<file path="src/rtl/common_pkg.sv">
// Common scalar types shared across the pipeline.
package common_pkg;

  typedef logic        u1;
  typedef logic [31:0] u32;
  typedef logic [63:0] addr_t;

endpackage

</file>
<file path="src/rtl/pipes_pkg.sv">
// Inter-stage payload types and default sizing for the fetch/decode boundary.
package pipes_pkg;

  import common_pkg::*;

  localparam int FETCH_QUEUE_DEPTH = 4;

  typedef struct packed {
    u1     valid;
    u32    raw_instr;
    addr_t pc;
  } fetch_data_t;

endpackage

</file>
<file path="src/rtl/fetch_queue_ram.sv">
// Storage for the fetch queue: DEPTH x fetch_data_t, one write port, one async read port.
module fetch_queue_ram
  import pipes_pkg::*;
#(
  parameter int DEPTH = FETCH_QUEUE_DEPTH
) (
  input  logic                       clk,
  input  logic                       we,
  input  logic [$clog2(DEPTH)-1:0]   waddr,
  input  fetch_data_t                wdata,
  input  logic [$clog2(DEPTH)-1:0]   raddr,
  output fetch_data_t                rdata
);

  fetch_data_t mem [DEPTH];

  // NOTE: storage has no reset; the pointers guarantee stale words are never presented as valid.
  always_ff @(posedge clk) begin
    if (we) mem[waddr] <= wdata;
  end

  assign rdata = mem[raddr];

endmodule

</file>
<file path="src/rtl/fetch_queue.sv">
// Fetch-to-decode instruction queue with wrap-bit pointers and flush.
// Define FETCH_QUEUE_BYPASS_EN to forward dataF straight to dataD when the queue is empty.
module fetch_queue
  import common_pkg::*;
  import pipes_pkg::*;
#(
  parameter int DEPTH = FETCH_QUEUE_DEPTH
) (
  input  logic                     clk,
  input  logic                     reset,
  input  fetch_data_t              dataF,
  output logic                     in_ready,
  output fetch_data_t              dataD,
  input  logic                     out_ready,
  input  logic                     flush,
  output logic                     sctlQ,
  output logic [$clog2(DEPTH):0]   count
);

  localparam int AW = $clog2(DEPTH);

  typedef logic [AW:0] ptr_t;

  ptr_t        wr_ptr;
  ptr_t        rd_ptr;
  u1           empty;
  u1           full;
  u1           push;
  u1           pop;
  u1           write;
  u1           bypass_hit;
  fetch_data_t head;

  assign empty = (wr_ptr == rd_ptr);
  assign full  = (wr_ptr[AW-1:0] == rd_ptr[AW-1:0]) && (wr_ptr[AW] != rd_ptr[AW]);
  assign count = wr_ptr - rd_ptr;

  assign in_ready = !full;
  assign sctlQ    = full;

`ifdef FETCH_QUEUE_BYPASS_EN
  assign bypass_hit = empty && dataF.valid && !flush;
`else
  assign bypass_hit = 1'b0;
`endif

  assign push  = dataF.valid && in_ready && !flush;
  assign pop   = !empty && out_ready && !flush;
  // A bypassed entry consumed in the same cycle never occupies a slot.
  assign write = push && !(bypass_hit && out_ready);

  // NOTE: every always_comb output gets a default first so no path can infer a latch.
  always_comb begin
    dataD = head;
    if (empty) dataD = bypass_hit ? dataF : '0;
  end

  // NOTE: sequential state uses non-blocking assignments so all registers update from pre-edge values.
  always_ff @(posedge clk or posedge reset) begin
    if (reset) begin
      wr_ptr <= '0;
      rd_ptr <= '0;
    end else if (flush) begin
      wr_ptr <= '0;
      rd_ptr <= '0;
    end else begin
      if (write) wr_ptr <= wr_ptr + ptr_t'(1);
      if (pop)   rd_ptr <= rd_ptr + ptr_t'(1);
    end
  end

  fetch_queue_ram #(
    .DEPTH (DEPTH)
  ) u_ram (
    .clk   (clk),
    .we    (write),
    .waddr (wr_ptr[AW-1:0]),
    .wdata (dataF),
    .raddr (rd_ptr[AW-1:0]),
    .rdata (head)
  );

endmodule

</file>
<file path="config.mk">
export PLATFORM = sky130hd
export DESIGN_NAME = fetch_queue
export DESIGN_NICKNAME = d
export VERILOG_FILES = /design/src/rtl/common_pkg.sv /design/src/rtl/pipes_pkg.sv /design/src/rtl/fetch_queue_ram.sv /design/src/rtl/fetch_queue.sv
export SDC_FILE = /design/constraint.sdc
export NUM_CORES = 1
export LEC_CHECK = 0
export CAP_MARGIN = 20
export CORE_MARGIN = 2
export CORE_UTILIZATION = 25
export CTS_CLUSTER_DIAMETER = 80
export CTS_CLUSTER_SIZE = 14
export DETAILED_ROUTE_END_ITERATION = 12
export GPL_ROUTABILITY_DRIVEN = 0
export MAX_ROUTING_LAYER = met4
export PLACE_DENSITY_LB_ADDON = 0.2
export SLEW_MARGIN = 5
export SYNTH_ARGS = -nofsm -noshare
export SYNTH_HDL_FRONTEND = slang
export SYNTH_SLANG_ARGS = --single-unit
</file>
<file path="constraint.sdc">
create_clock -name clk -period 9.2 [get_ports clk]
set_clock_uncertainty 0.2 [all_clocks]
set_input_delay 1.84 -clock clk [delete_from_list [all_inputs] [get_ports clk]]
set_output_delay 1.84 -clock clk [all_outputs]
set_load 0.05 [all_outputs]
</file>
==> out/metrics.csv <==
stage;metric;value;unit
worst_setup_path;start_kind;register;
timing;post-route-min-period;6.374;ns
die;ios;203;
drt;drtIter0Drc;304;
drt;vias;7191;
synthesis;synth_warnings;0;
die;num_rows;90;
timing;fmax;156.9;MHz
clocking;cts_made_buffers;36;
worst_setup_path;required;7.16;ns
worst_setup_path;crit_path_end_kind;output port;
worst_hold_path;holdCritPathClass;reg -> reg;
synthesis;synth_area_leaders;edfxtp_1 77%, mux4_2 14%, nor2b_1 4.1%, dfrtp_1 0.99%, buf_2 0.59%;
die;fp.dieW;250.6;um
grt;grt_pass1_wl;50800;um
synthesis;synth.distinct_cells;30;
status;status;complete, no violations;
synthesis;avgSynthCellArea;22.35;um^2
die;die_area;0.06279;mm^2
timing;worst_pin_slew;0.9397;ns
clocking;cts.sinks;394;
timing;finalSetupViolCount;0;
synthesis;ys_ff_latch;394;
timing;slew_violations;0;
synthesis;synth_top_area_share;76.65;%
drt;dr.pass1.iters;4;
clocking;clockBufferDepth;3;
grt;grt.overflow.total;0;
timing;hold_violations;0;
worst_setup_path;worstPathMaxFanout;58;
drt;drc;0;
clocking;clock_latency;0.54;ns
grt;antenna_found_initial;2;
placed_design;place_hpwl;19050;um
grt;grt_start_max_net_pins;59;
clocking;clk_pin_slew;0.07;ns
layout;final_nets;1004;
worst_setup_path;worstSetupPathType;reg -> out;
die;coreArea;0.06025;mm^2
grt;first_global_vias;8002;
layout;layout-drive-gt1-share;17.78;%
synthesis;synthesis.nets;789;
die;initial_utilization;25.23;%
synthesis;synth_top_area_cell;edfxtp_1;
drt;wl;33580;um
clocking;cts_root_buffer;clkbuf_16;
drt;routedWlPerCell;19.93;um
timing;fin_crit_sh;69.29;%
placed_design;port_buffers;202;
worst_setup_path;critPathArrivalTime;4.33;ns
timing;rsz0062_at_grt;no;
clocking;ctsHoldBuffers;0;
synthesis;synth-seq-area-share;77.64;%
drt;vias_per_cell;4.268;
clocking;post-cts-setup-buffers;0;
layout;syn2layout_area_growth;25.75;%
die;die_y;250.6;um
flow_run;drv_cap;0;
drt;postRouteAntennaNets;0;
synthesis;netlist_area;0.01520;mm^2
clocking;post_cts_resized;0;
clocking;cts_tree;built;
timing;relSlewSlack;37.36;%
synthesis;syn_inst;680;
grt;grt.total_usage;11.06;%
clocking;cts_max_level;2;
timing;fin_tns_setup;0;ns
-- routing by layer --
layer  share of wire [%]  vias to the layer above  global-route usage, %
met5                   0                        -                      -
met4                 1.8                        0                  2.994
met3                 5.1                       49                  2.733
met2                  49                      164                  17.83
met1                  44                     3787                  13.92
li1                    -                     3191                      -
-- layout by cell type (no fill, tap or decap), types with 4 or more instances in the layout --
| master | Yosys | layout |
|---|---|---|
| clkdlybuf4s50_1 | 0 | 202 |
| nand3_1 | 4 | 4 |
| edfxtp_1 | 388 | 388 |
| dfrtp_1 | 6 | 4 |
| ha_1 | 7 | 7 |
| a31oi_1 | 4 | 4 |
| inv_1 | 7 | 7 |
| and3_4 | 0 | 4 |
| clkbuf_16 | 0 | 37 |
| buf_4 | 1 | 10 |
| mux4_2 | 97 | 97 |
| nor2b_1 | 99 | 99 |
-- stage by stage --
| stage | worst slack [ns] | hold WS, ns | util (%) | cell area, um^2 | cells |
|---|---|---|---|---|---|
| finish | 2.826 | 0.3936 | 31.73 | 19110 | 1685 |
| global route | 2.452 | 0.4520 | 31.72 | 19110 | 1684 |
| CTS | 2.602 | 0.3971 | 31.71 | 19110 | 1682 |
| detailed placement | 3.210 | 0.3869 | 30.08 | 18120 | 1639 |
| global placement | 3.297 | 0.3895 | 30.08 | 18120 | 1639 |
| floorplan | 2.756 | 0.3468 | - | 15200 | 680 |
-- synth_stat cells --
master and n:
a211o_2 1, a21oi_1 3, a311oi_1 1, a31oi_1 4, and3_1 5, and4b_2 1
buf_2 18, buf_4 1, buf_6 3, clkbuf_1 12, clkbuf_8 1, dfrtp_1 6
edfxtp_1 388, fa_1 1, ha_1 7, inv_1 7, mux4_2 97, nand2_1 3
nand2_2 1, nand3_1 4, nand4_1 1, nor2_1 3, nor2b_1 99, nor3_1 2
nor3b_1 3, nor4b_4 1, nor4bb_1 1, o211ai_1 1, or4_1 3, xnor2_1 2
-- critical path, cell delays in order, from the launching register on --
cell	delay [ns]
dfrtp_4	0.97
inv_1	0.23
ha_1	0.45
and3_4	0.75
buf_4	0.52
nor2b_1	0.11
clkdlybuf4s50_1	0.72
-- cell type report --
cell class / count / area (um^2)
well taps: 782 / 978.4
flip-flops and latches: 394 / 11810
fillers: 5783 / 41130
clock inverters: 5 / 52.55
repair buffers: 212 / 2097
clock buffers: 38 / 929.6
diodes: 3 / 7.507
multi-input cells: 244 / 3213
inverters: 7 / 26.28
-- logic make-up (layout without fill, tap and decap cells) --
| family | Yosys count | count (layout) | synth area share (%) |
|---|---|---|---|
| DFF | 394 | 394 | 77.64 |
| and+or+nand+nor | 127 | 127 | 5.301 |
| muxes | 97 | 97 | 14.37 |
| buffers and inverters | 42 | 262 | 1.424 |
| AOI/OAI and AO/OA | 10 | 10 | 0.4363 |
| adders and majority gates | 8 | 8 | 0.7079 |
| xor gates and xnor gates | 2 | 2 | 0.1153 |
| other | 0 | 3 | 0 |
-- state kept, by name, summed over array words and instances, names as in the netlist --
register / cells
wr_ptr: 3
u_ram.mem: 388
rd_ptr: 3
-- final timing paths --
path / from / endpoint / slack (ns) / depth (start not counted)
worst max-delay path: rd_ptr[1] / dataD[46] / 2.83 / 6
worst min-delay path: wr_ptr[2] / wr_ptr[2] / 0.39 / 2
worst max register to register: rd_ptr[1] / u_ram.mem[2][49] / 4.84 / 7
worst min register to register: wr_ptr[2] / wr_ptr[2] / 0.39 / 2
max in group asynchronous: reset / rd_ptr[1] / 7.17 / 2
min in group asynchronous: reset / wr_ptr[2] / 1.36 / 2
Power is not shown: default switching activity piles up to over one toggle a cycle in this logic, so the estimate is an artifact.
